## config.mk

```make
export PLATFORM = sky130hd
export DESIGN_NAME = imm_gen_pipe
export DESIGN_NICKNAME = d
export VERILOG_FILES = /design/src/rtl/imm_gen_pkg.sv /design/src/rtl/imm_gen_pipe_decode.sv /design/src/rtl/imm_gen_pipe.sv
export SDC_FILE = /design/constraint.sdc
export NUM_CORES = 1
export LEC_CHECK = 0
export ABC_AREA = 1
export CAP_MARGIN = 20
export CORE_MARGIN = 8
export CORE_UTILIZATION = 50
export CTS_CLUSTER_DIAMETER = 40
export DETAILED_ROUTE_END_ITERATION = 8
export DONT_BUFFER_PORTS = 1
export PLACE_DENSITY = 0.73
export SYNTH_ARGS = -nofsm -noshare
export SYNTH_HDL_FRONTEND = slang
export SYNTH_SLANG_ARGS = --single-unit
```

## constraint.sdc

```tcl
create_clock -name clk -period 1.7 [get_ports clk]
set_input_delay 0.255 -clock clk [delete_from_list [all_inputs] [get_ports clk]]
set_output_delay 0.255 -clock clk [all_outputs]
set_load 0.1 [all_outputs]
```

## src/rtl/imm_gen_pkg.sv

```systemverilog
// Shared types and opcode constants for the pipelined immediate generator.
package imm_gen_pkg;

    // Immediate format tag carried with every decoded entry.
    typedef enum logic [2:0] {
        NONE    = 3'd0,
        I       = 3'd1,
        S       = 3'd2,
        B       = 3'd3,
        U       = 3'd4,
        J       = 3'd5,
        I_SHAMT = 3'd6
    } imm_fmt_t;

    // Major opcodes (instr[6:0]) that carry an immediate.
    localparam logic [6:0] OP_IMM    = 7'b0010011;
    localparam logic [6:0] OP_LOAD   = 7'b0000011;
    localparam logic [6:0] OP_JALR   = 7'b1100111;
    localparam logic [6:0] OP_STORE  = 7'b0100011;
    localparam logic [6:0] OP_BRANCH = 7'b1100011;
    localparam logic [6:0] OP_LUI    = 7'b0110111;
    localparam logic [6:0] OP_AUIPC  = 7'b0010111;
    localparam logic [6:0] OP_JAL    = 7'b1101111;

    // Occupancy of the two-entry output skid buffer.
    typedef enum logic [1:0] {
        EMPTY = 2'd0,
        ONE   = 2'd1,
        TWO   = 2'd2
    } skid_state_t;

    // SLLI / SRLI / SRAI encode a shift amount rather than a signed immediate.
    function automatic logic is_shift_op(input logic [2:0] funct3);
        return (funct3 == 3'b001) || (funct3 == 3'b101);
    endfunction

    // ANDI / ORI / XORI: the only ops affected by the zero-extend option.
    function automatic logic is_logic_op(input logic [2:0] funct3);
        return (funct3 == 3'b111) || (funct3 == 3'b110) || (funct3 == 3'b100);
    endfunction

endpackage

```

## src/rtl/imm_gen_pipe_decode.sv

```systemverilog
// Purely combinational RISC-V immediate decoder: instr -> {imm, fmt, illegal}.
module imm_decode
    import imm_gen_pkg::*;
#(
    parameter int DATA_WIDTH = 32,
    parameter bit ZEXT_LOGIC = 1'b0
) (
    input  logic [31:0]           instr,
    output logic [DATA_WIDTH-1:0] imm,
    output imm_fmt_t              fmt,
    output logic                  illegal
);

    // RV64 shifts take a 6-bit shamt, RV32 shifts a 5-bit one.
    localparam int SHAMT_W = (DATA_WIDTH == 64) ? 6 : 5;

    logic [6:0] opcode;
    logic [2:0] funct3;

    assign opcode = instr[6:0];
    assign funct3 = instr[14:12];

    // Candidate immediates, each already extended to the output width.
    logic [DATA_WIDTH-1:0] imm_i_sext;
    logic [DATA_WIDTH-1:0] imm_i_zext;
    logic [DATA_WIDTH-1:0] imm_shamt;
    logic [DATA_WIDTH-1:0] imm_s;
    logic [DATA_WIDTH-1:0] imm_b;
    logic [DATA_WIDTH-1:0] imm_u;
    logic [DATA_WIDTH-1:0] imm_j;

    assign imm_i_sext = {{(DATA_WIDTH-12){instr[31]}}, instr[31:20]};
    assign imm_i_zext = {{(DATA_WIDTH-12){1'b0}}, instr[31:20]};
    assign imm_shamt  = {{(DATA_WIDTH-SHAMT_W){1'b0}}, instr[20 +: SHAMT_W]};
    assign imm_s      = {{(DATA_WIDTH-12){instr[31]}}, instr[31:25], instr[11:7]};
    assign imm_b      = {{(DATA_WIDTH-13){instr[31]}}, instr[31], instr[7],
                         instr[30:25], instr[11:8], 1'b0};
    // instr[31] supplies bit 31 and every bit above it.
    assign imm_u      = {{(DATA_WIDTH-31){instr[31]}}, instr[30:12], 12'b0};
    assign imm_j      = {{(DATA_WIDTH-21){instr[31]}}, instr[31], instr[19:12],
                         instr[20], instr[30:21], 1'b0};

    // Select format and immediate from the opcode; unknown opcodes flag illegal.
    always_comb begin
        imm     = '0;
        fmt     = NONE;
        illegal = 1'b0;
        case (opcode)
            OP_IMM: begin
                if (is_shift_op(funct3)) begin
                    fmt = I_SHAMT;
                    imm = imm_shamt;
                end else if (ZEXT_LOGIC && is_logic_op(funct3)) begin
                    fmt = I;
                    imm = imm_i_zext;
                end else begin
                    fmt = I;
                    imm = imm_i_sext;
                end
            end
            OP_LOAD, OP_JALR: begin
                fmt = I;
                imm = imm_i_sext;
            end
            OP_STORE: begin
                fmt = S;
                imm = imm_s;
            end
            OP_BRANCH: begin
                fmt = B;
                imm = imm_b;
            end
            OP_LUI, OP_AUIPC: begin
                fmt = U;
                imm = imm_u;
            end
            OP_JAL: begin
                fmt = J;
                imm = imm_j;
            end
            default: begin
                illegal = 1'b1;
            end
        endcase
    end

endmodule

```

## src/rtl/imm_gen_pipe.sv

```systemverilog
// Immediate generator: decode in front of a 2-entry skid buffer so that both
// the output data and in_ready come straight from flops.
module imm_gen_pipe
    import imm_gen_pkg::*;
#(
    parameter int DATA_WIDTH = 32,
    parameter bit ZEXT_LOGIC = 1'b0
) (
    input  logic                  clk,
    input  logic                  rst,
    input  logic                  in_valid,
    output logic                  in_ready,
    input  logic [31:0]           instr,
    output logic                  out_valid,
    input  logic                  out_ready,
    output logic [DATA_WIDTH-1:0] imm,
    output imm_fmt_t              imm_fmt,
    output logic                  illegal
);

    logic [DATA_WIDTH-1:0] dec_imm;
    imm_fmt_t              dec_fmt;
    logic                  dec_illegal;

    imm_decode #(
        .DATA_WIDTH (DATA_WIDTH),
        .ZEXT_LOGIC (ZEXT_LOGIC)
    ) u_decode (
        .instr   (instr),
        .imm     (dec_imm),
        .fmt     (dec_fmt),
        .illegal (dec_illegal)
    );

    skid_state_t           state_reg;
    skid_state_t           state_next;
    logic                  in_ready_reg;

    logic [DATA_WIDTH-1:0] head_imm_reg;
    imm_fmt_t              head_fmt_reg;
    logic                  head_illegal_reg;
    logic [DATA_WIDTH-1:0] tail_imm_reg;
    imm_fmt_t              tail_fmt_reg;
    logic                  tail_illegal_reg;

    logic push;
    logic pop;
    logic head_from_dec;
    logic head_from_tail;
    logic tail_from_dec;

    assign out_valid = (state_reg != EMPTY);
    assign in_ready  = in_ready_reg;
    assign push      = in_valid && in_ready_reg;
    assign pop       = out_valid && out_ready;

    // Occupancy next-state and entry load selects.
    always_comb begin
        state_next     = state_reg;
        head_from_dec  = 1'b0;
        head_from_tail = 1'b0;
        tail_from_dec  = 1'b0;
        case (state_reg)
            EMPTY: begin
                if (push) begin
                    state_next    = ONE;
                    head_from_dec = 1'b1;
                end
            end
            ONE: begin
                if (push && pop) begin
                    head_from_dec = 1'b1;
                end else if (push) begin
                    state_next    = TWO;
                    tail_from_dec = 1'b1;
                end else if (pop) begin
                    state_next = EMPTY;
                end
            end
            TWO: begin
                // in_ready is low here, so only a pop can happen.
                if (pop) begin
                    state_next     = ONE;
                    head_from_tail = 1'b1;
                end
            end
            default: begin
                state_next = EMPTY;
            end
        endcase
    end

    // State register; in_ready is precomputed from the next state.
    always_ff @(posedge clk) begin
        if (rst) begin
            state_reg    <= EMPTY;
            in_ready_reg <= 1'b1;
        end else begin
            state_reg    <= state_next;
            in_ready_reg <= (state_next != TWO);
        end
    end

    // Head entry: fresh decode on push into an empty/draining slot, or tail promotion.
    always_ff @(posedge clk) begin
        if (rst) begin
            head_imm_reg     <= '0;
            head_fmt_reg     <= NONE;
            head_illegal_reg <= 1'b0;
        end else if (head_from_dec) begin
            head_imm_reg     <= dec_imm;
            head_fmt_reg     <= dec_fmt;
            head_illegal_reg <= dec_illegal;
        end else if (head_from_tail) begin
            head_imm_reg     <= tail_imm_reg;
            head_fmt_reg     <= tail_fmt_reg;
            head_illegal_reg <= tail_illegal_reg;
        end
    end

    // Tail entry: captures a push that arrives while the head is stalled.
    always_ff @(posedge clk) begin
        if (rst) begin
            tail_imm_reg     <= '0;
            tail_fmt_reg     <= NONE;
            tail_illegal_reg <= 1'b0;
        end else if (tail_from_dec) begin
            tail_imm_reg     <= dec_imm;
            tail_fmt_reg     <= dec_fmt;
            tail_illegal_reg <= dec_illegal;
        end
    end

    assign imm     = head_imm_reg;
    assign imm_fmt = head_fmt_reg;
    assign illegal = head_illegal_reg;

endmodule

```

==> Flow_metrics.wiki, run 1 <==
{| class="wikitable"
! Metric !! Value
|-
| Number of CTS-inserted buffers || 9
|-
| Endpoint class of the critical path || flip-flop
|-
| Sequential area share after synthesis || 35.6%
|-
| Total of max-cap violations || 0
|-
| Register share of total power || 47.1%
|-
| Synthesized instance count || 633
|-
| Critical path startpoint category || flip-flop
|-
| P_leak || 2.36 nW
|-
| Worst-path maximum fanout || 19
|-
| Yosys warns || 0
|-
| Primary flip-flop cell chosen by synthesis mapping || sky130_fd_sc_hd__dfxtp_1
|-
| TritonCTS clock tree || done
|-
| Synthesized flop and latch total || 75
|-
| Areal power density over the cells || 808 nW/um^2
|-
| Final global-route overflow total || 0
|-
| Via/cell ratio || 5.23
|-
| Worst setup slack after layout || 161 ps
|-
| Combinational group share of total power || 13.4%
|-
| DRC violation count after routing || 0
|-
| EDFF count, synth || 0
|-
| Number of global-route vias before repair || 3944
|-
| Drt initial violations || 231
|-
| Ys async rst share || 0%
|-
| Synthesized area divided by synthesized cell count || 6.66 sq um
|-
| Final weighted congestion of routability-driven global placement || 0.937
|-
| Num rows || 33
|-
| Total Nets Final || 700
|-
| Fraction of layout instances using a drive strength above 1 || 22.7%
|-
| Clock transition at the register clock pins on the worst setup and hold paths after CTS || 80 ps
|-
| Chip width || 108 um
|-
| Start of the worst register-to-register path || in_ready
|-
| Syn-to-layout area delta || 14.6%
|-
| Slew @ Worst Pin || 509 ps
|-
| Proportion of power drawn by the clock network || 39.5%
|-
| Worst hold-check path type || in -> reg
|-
| P_sw || 0.00106 W
|-
| Commonest non-fill, non-tap cells in the layout || 136 x sky130_fd_sc_hd__nand2_1, 79 x sky130_fd_sc_hd__inv_1, 74 x sky130_fd_sc_hd__dfxtp_1
|-
| Initial standard-cell utilization of the core || 51.5%
|-
| Number of distinct library cells after synthesis || 31
|-
| Worst max-slew margin expressed relative to the limit || 65.9%
|-
| # IOs || 74
|-
| Clock root buffer || sky130_fd_sc_hd__clkbuf_8
|-
| Via count of the routed design || 4049
|-
| Total negative slack || 0 ps
|-
| Setup repair after global routing missed its margin || no
|-
| Antenna fix cells || 0
|-
| Post-Route Skew || 10.5 ps
|-
| Share of the cycle needed by the critical path after routing || 90.6%
|-
| DIE HEIGHT || 108 um
|-
| VDD IR-drop max || 0.000442 V
|-
| Residual antenna-violating net count after detailed routing || 0
|-
| Worst setup slack before clock tree synthesis || 143 ps
|-
| Path type of the worst setup path || reg -> reg
|-
| Critical path required time || 1930 ps
|-
| Number of levels in the clock H-tree || 3
|-
| Sw Ratio || 27.2%
|-
| Maximum clock frequency || 650 MHz
|-
| Final setup violating endpoints || 0
|-
| Critical hold path startpoint || instr[29]
|-
| Bufs on Longest Clock Path || 2
|-
| Maximum number of pins on one net before global-route repair || 50
|-
| Final worst path period need || 1540 ps
|-
| HPWL Detailed || 8070 um
|-
| Aggregate routed wire length || 11200 um
|-
| Number of antenna violations at the first check in global routing || 0
|-
| Total GRT Usage || 19.9%
|-
| Nets in the synthesized netlist || 669
|-
| Commonest non-fill, non-tap cell in the layout || sky130_fd_sc_hd__nand2_1
|-
| Internal portion of total power || 0.00284 W
|-
| Number of buffers inserted by port buffering || 0
|-
| Worst-skew pair later-pin latency || 340 ps
|-
| Run status || finished clean
|-
| Clock tree sinks || 75
|-
| Mapped cell area || 4210 sq um
|-
| Drt pass-1 iters || 5
|-
| Hold Vio Cnt, Final || 0
|-
| Final Max Tran Viols || 0
|-
| Average detailed-routed wire length per instance || 14.5 um
|-
| CP startpoint || in_ready
|-
| Area enclosed by the die boundary || 11600 sq um
|-
| Wire length of the first global-routing pass || 18600 um
|-
| Total core area || 8180 sq um
|-
| Critical path arrival || 1770 ps
|}
==> worst paths after layout <==
kind         slack (ps)              end  depth (start not counted)
min                  50  tail_imm_reg[9]                          2
max                 160          imm[24]                          7
min reg2reg         540  tail_imm_reg[3]                          4
max reg2reg         160          imm[24]                          7
==> critical path, cell delays in order (launching register included) <==
cell and delay [ps]:
sky130_fd_sc_hd__dfxtp_4 350, sky130_fd_sc_hd__nand2_1 100, sky130_fd_sc_hd__nor2_1 70, sky130_fd_sc_hd__nand2_1 90
sky130_fd_sc_hd__clkinv_1 360, sky130_fd_sc_hd__buf_12 320, sky130_fd_sc_hd__nand2_1 80, sky130_fd_sc_hd__a21oi_1 60
==> cell usage after synthesis, types with 2 or more instances <==
master / count / share of area, %
sky130_fd_sc_hd__o21ai_0: 50 / 5.9
sky130_fd_sc_hd__dfxtp_1: 75 / 36
sky130_fd_sc_hd__nand4_1: 2 / 0.30
sky130_fd_sc_hd__a21oi_2: 18 / 3.7
sky130_fd_sc_hd__a31oi_1: 4 / 0.59
sky130_fd_sc_hd__nand3_4: 2 / 0.83
sky130_fd_sc_hd__o21ai_1: 14 / 1.7
sky130_fd_sc_hd__clkbuf_1: 16 / 1.4
sky130_fd_sc_hd__buf_4: 2 / 0.36
sky130_fd_sc_hd__nand3_1: 31 / 3.7
sky130_fd_sc_hd__buf_2: 8 / 0.95
sky130_fd_sc_hd__a21oi_1: 54 / 6.4
sky130_fd_sc_hd__buf_6: 4 / 1.1
sky130_fd_sc_hd__inv_1: 79 / 7.0
sky130_fd_sc_hd__nor2_2: 4 / 0.59
sky130_fd_sc_hd__nor2_1: 67 / 6.0
sky130_fd_sc_hd__nand2_2: 40 / 5.9
sky130_fd_sc_hd__clkbuf_8: 4 / 1.3
sky130_fd_sc_hd__nand2_4: 4 / 1.1
sky130_fd_sc_hd__nand2_1: 136 / 12
sky130_fd_sc_hd__o211ai_1: 3 / 0.53
sky130_fd_sc_hd__inv_2: 7 / 0.62
==> metal layers <==
metal,track usage (%),up-vias,wire length (um)
met2,33.0,145,5240
met5,0,-,0
met4,6.74,0,171
met1,23.8,1832,4940
li1,-,2056,-
met3,6.05,16,893
==> through the flow <==
step                cell area, sq um  power, W  instances  util, %  hold slack, ps
finish                          4830   0.00390        774     59.1            46.9
global route                    4830   0.00406        774     59.1            42.0
CTS                             4830   0.00393        774     59.0            35.9
detailed placement              4570   0.00237        757     55.9             329
global placement                4570   0.00236        757     55.9             326
floorplan                       4220   0.00230        633        -             398
==> power by group through the flow <==
stage	combinational [W]	clock [W]	sequential [W]
after CTS	0.000522	0.00157	0.00183
final	0.000523	0.00154	0.00184
after global placement	0.000489	0	0.00187
after detailed placement	0.000498	0	0.00188
after floorplan	0.000305	0	0.00199
after global routing	0.000567	0.00165	0.00184
==> layout make-up <==
cell class,count,area (sq um)
clock buffers,14,194
fillers,789,3350
inverters,87,327
clock inverters,2,38.8
repair buffers,55,463
flip-flops and latches,75,1510
multi-input cells,436,2170
well taps,105,131
==> cells by family (layout without fill, tap and decap cells) <==
group	count (synthesis)	count (layout)	share of synthesized area [%]
buffers and inverters	122	158	13.1
and+or+nand+nor	290	290	31.8
AOI/OAI and AO/OA	146	146	19.5
DFF	75	75	35.6
==> what timing repair did <==
action | in CTS | in global routing
hold buffers | 1 | 0
setup endpoints to repair | 0 | 1
setup buffers | 0 | 0
hold endpoints to repair | 33 | 0
resized for setup | 0 | 1
(Power assumes the default switching activity.)
==> run 2, diff against run 1 <==
SYNTH_HIERARCHICAL = 1   (was unset)
TNS_END_PERCENT = 10   (was unset)
==> Flow_metrics.wiki, run 2 <==
{| class="wikitable"
! Metric !! Value
|-
| Run status || finished clean (unchanged)
|-
| Total of max-cap violations || 0 (unchanged)
|-
| HPWL Detailed || 7750 um (was 8070 um)
|-
| Final Max Tran Viols || 0 (unchanged)
|-
| Number of levels in the clock H-tree || 3 (unchanged)
|-
| Commonest non-fill, non-tap cells in the layout || 183 x sky130_fd_sc_hd__nand2_1, 120 x sky130_fd_sc_hd__nand3_1, 93 x sky130_fd_sc_hd__inv_1 (was 136 x sky130_fd_sc_hd__nand2_1, 79 x sky130_fd_sc_hd__inv_1, 74 x sky130_fd_sc_hd__dfxtp_1)
|-
| Maximum clock frequency || 621 MHz (was 650 MHz)
|-
| Worst hold path depth || 2 (unchanged)
|-
| Critical path arrival || 1360 ps (was 1770 ps)
|-
| Clock tree sinks || 75 (unchanged)
|-
| Library cell occupying the most area in the post-synthesis netlist || sky130_fd_sc_hd__dfxtp_1 (unchanged)
|-
| Setup repair after global routing missed its margin || no (unchanged)
|-
| Areal power density over the cells || 815 nW/um^2 (was 808 nW/um^2)
|-
| Chip width || 108 um (about the same)
|-
| Final setup violating endpoints || 0 (unchanged)
|-
| Clock transition at the register clock pins on the worst setup and hold paths after CTS || 90 ps (was 80 ps)
|-
| Largest cells by area after synthesis || sky130_fd_sc_hd__dfxtp_1 36%, sky130_fd_sc_hd__nand2_1 16%, sky130_fd_sc_hd__nand3_1 14%, sky130_fd_sc_hd__inv_1 8.3%, sky130_fd_sc_hd__a21oi_1 5.1% (was sky130_fd_sc_hd__dfxtp_1 36%, sky130_fd_sc_hd__nand2_1 12%, sky130_fd_sc_hd__inv_1 7.0%, sky130_fd_sc_hd__a21oi_1 6.4%, sky130_fd_sc_hd__nor2_1 6.0%)
|-
| Start of the worst register-to-register path || state_reg[0] (was in_ready)
|-
| Reg-to-reg endpoint || imm_fmt[1] (was imm[24])
|-
| Slew @ Worst Pin || 450 ps (was 509 ps)
|-
| Worst hold-check path type || in -> reg (unchanged)
|-
| Final worst path period need || 1610 ps (was 1540 ps)
|-
| Total core area || 8180 sq um (unchanged)
|-
| Total negative slack || 0 ps (unchanged)
|-
| Wire length of the first global-routing pass || 18800 um (was 18600 um)
|-
| Area enclosed by the die boundary || 11600 sq um (about the same)
|-
| Final global-route overflow total || 0 (unchanged)
|-
| Total GRT Usage || 19.6% (was 19.9%)
|-
| Via count of the routed design || 4298 (was 4049)
|-
| Endpoint class of the critical path || primary output (was flip-flop)
|-
| Syn-to-layout area delta || 15.0% (was 14.6%)
|-
| Post-Route Skew || 17.2 ps (was 10.5 ps)
|-
| Synthesized area divided by synthesized cell count || 6.20 sq um (was 6.66 sq um)
|-
| Reg-to-reg slack, setup || 230 ps (was 160 ps)
|-
| DRC violation count after routing || 0 (unchanged)
|-
| Critical path startpoint category || flip-flop (unchanged)
|-
| Crit-path cells || inv_1 > nand2_2 > buf_4 (was nand2_1 > nor2_1 > nand2_1 > clkinv_1 > buf_12 > nand2_1 > a21oi_1)
|-
| Number of distinct library cells after synthesis || 24 (was 31)
|-
| EDFF count, synth || 0 (unchanged)
|-
| Synthesized flop and latch total || 75 (unchanged)
|-
| Initial standard-cell utilization of the core || 51.4% (was 51.5%)
|-
| Number of buffers inserted by port buffering || 0 (unchanged)
|-
| Residual antenna-violating net count after detailed routing || 0 (unchanged)
|-
| P_leak || 2.56 nW (was 2.36 nW)
|-
| Antenna fix cells || 0 (unchanged)
|-
| Maximum number of pins on one net before global-route repair || 74 (was 50)
|-
| Number of CTS-inserted buffers || 9 (unchanged)
|-
| Worst-path maximum fanout || 8 (was 19)
|-
| Average detailed-routed wire length per instance || 13.5 um (was 14.5 um)
|-
| Worst path max stage delay || 530 ps (was 360 ps)
|-
| Primary flip-flop cell chosen by synthesis mapping || sky130_fd_sc_hd__dfxtp_1 (unchanged)
|-
| Hold Vio Cnt, Final || 0 (unchanged)
|-
| Fraction of layout instances using a drive strength above 1 || 13.7% (was 22.7%)
|-
| Aggregate routed wire length || 11100 um (was 11200 um)
|-
| Share of the synthesized area in the top cell type || 35.7% (was 35.6%)
|-
| Number of post-CTS setup repair buffers || 0 (unchanged)
|-
| Yosys warns || 6 (was 0)
|-
| VDD IR-drop max || 0.000418 V (was 0.000442 V)
|-
| DIE HEIGHT || 108 um (about the same)
|-
| Most instantiated library cell after synthesis || sky130_fd_sc_hd__nand2_1 (unchanged)
|-
| Number of antenna violations at the first check in global routing || 0 (unchanged)
|-
| Final weighted congestion of routability-driven global placement || 0.856 (was 0.937)
|-
| Commonest cells in the netlist || 184 x sky130_fd_sc_hd__nand2_1, 120 x sky130_fd_sc_hd__nand3_1, 93 x sky130_fd_sc_hd__inv_1, 75 x sky130_fd_sc_hd__dfxtp_1, 54 x sky130_fd_sc_hd__nor2_1 (was 136 x sky130_fd_sc_hd__nand2_1, 79 x sky130_fd_sc_hd__inv_1, 75 x sky130_fd_sc_hd__dfxtp_1, 67 x sky130_fd_sc_hd__nor2_1, 54 x sky130_fd_sc_hd__a21oi_1)
|-
| Clock root buffer || sky130_fd_sc_hd__clkbuf_8 (unchanged)
|-
| Worst max-slew margin expressed relative to the limit || 70.0% (was 65.9%)
|-
| Critical hold path startpoint || out_ready (was instr[29])
|-
| Drt initial violations || 324 (was 231)
|-
| Number of global-route vias before repair || 4082 (was 3944)
|-
| Depth of the most critical reg-to-reg path || 7 (unchanged)
|-
| Path type of the worst setup path || reg -> out (was reg -> reg)
|-
| Commonest non-fill, non-tap cell in the layout || sky130_fd_sc_hd__nand2_1 (unchanged)
|-
| # IOs || 74 (unchanged)
|-
| Worst Hold Endpoint || in_ready (was tail_imm_reg[9])
|-
| Num rows || 33 (unchanged)
|-
| Nets in the synthesized netlist || 714 (was 669)
|-
| Worst-skew pair later-pin latency || 360 ps (was 340 ps)
|-
| Share of the cycle needed by the critical path after routing || 94.8% (was 90.6%)
|-
| Total Nets Final || 744 (was 700)
|-
| Worst path slowest cell || sky130_fd_sc_hd__dfxtp_1 (was sky130_fd_sc_hd__clkinv_1)
|-
| TritonCTS clock tree || done (unchanged)
|-
| Critical path required time || 1440 ps (was 1930 ps)
|-
| Synthesized instance count || 678 (was 633)
|-
| Sequential area share after synthesis || 35.7% (was 35.6%)
|-
| Hold slack || 40.2 ps (was 46.9 ps)
|-
| Via/cell ratio || 5.25 (was 5.23)
|-
| Drt pass-1 iters || 5 (unchanged)
|-
| Mapped cell area || 4200 sq um (was 4210 sq um)
|-
| Ys async rst share || 0% (unchanged)
|-
| Bufs on Longest Clock Path || 2 (unchanged)
|}
run 2: changes by cell type in the layout (fill, tap and decap cells not counted), moves of 8 or more:
| cell | previous run | this run |
|---|---|---|
| sky130_fd_sc_hd__o21ai_1 | 14 | 6 |
| sky130_fd_sc_hd__nor2_1 | 66 | 54 |
| sky130_fd_sc_hd__o21ai_0 | 50 | 33 |
| sky130_fd_sc_hd__nand3_1 | 30 | 120 |
| sky130_fd_sc_hd__a21oi_2 | 18 | 0 |
| sky130_fd_sc_hd__nand2_1 | 136 | 183 |
| sky130_fd_sc_hd__a21oi_1 | 54 | 43 |
| sky130_fd_sc_hd__nand2_2 | 40 | 7 |
| sky130_fd_sc_hd__inv_1 | 79 | 93 |
run 2: power by group:
group | internal [W] | switching [W] | total, W | leakage [nW]
clock network | 0.000829 | 0.000681 | 0.00151 | 0.106
registers | 0.00183 | 0.0000422 | 0.00187 | 0.608
logic | 0.000147 | 0.000413 | 0.000559 | 1.84
run 2: worst max-delay path by stage:
stage,startpoint,end,slack [ps],cells past startpoint
2_1_floorplan,state_reg[0],imm[1],20,10
3_3_place_gp,instr[6],imm[24],200,11
3_5_place_dp,instr[6],imm_fmt[1],110,10
4_1_cts,state_reg[0],out_valid,80,3
5_1_grt,state_reg[0],out_valid,40,3
6_report,state_reg[0],out_valid,90,3
run 2: critical path: cells and delay by family (launching register included):
kind / cells / cell delay, ps
AND/OR/NAND/NOR: 1 / 90
buffers and inverters: 2 / 380
flip-flops: 1 / 530
run 2: metrics by stage:
| step | setup slack (ps) | total power, W | instance area (sq um) | instances | utilization, % |
|---|---|---|---|---|---|
| after global placement | 197 | 0.00245 | 4600 | 801 | 56.3 |
| after CTS | 81.2 | 0.00395 | 4830 | 818 | 59.1 |
| after global routing | 40.9 | 0.00412 | 4830 | 818 | 59.1 |
| after detailed placement | 105 | 0.00246 | 4600 | 801 | 56.3 |
| after floorplan | 18.6 | 0.00233 | 4210 | 678 | - |
| final | 89.0 | 0.00394 | 4830 | 818 | 59.1 |
run 2: logic make-up (layout without fill, tap and decap cells):
kind of cell           count (synthesis)  in the layout  share of synthesized area, %
DFF                                   75             75                          35.7
buffers and inverters                135            170                          13.3
AOI/OAI and AO/OA                     85             85                          10.3
and+or+nand+nor                      383            383                          40.7
run 2: timing repair:
item                       4_1_cts  5_1_grt
hold endpoints to repair         1        0
setup endpoints to repair        0        1
gates resized for setup          0        1
hold buffers                     1        0
run 2: layer usage:
layer  vias to the layer above  track usage, %  wire length [um]
met5                         -               0                 0
met4                         0            6.74               170
met3                        14            6.23              1070
met2                       146            31.2              5120
met1                      1945            24.3              4710
li1                       2193               -                 -
run 2: final cells by class:
type	count	area [sq um]
Fill cell	806	3340
Multi-Input combinational cell	468	2150
Clock inverter	6	90.1
Tap cell	105	131
Sequential cell	75	1510
Clock buffer	10	128
Inverter	98	368
Timing Repair Buffer	56	464
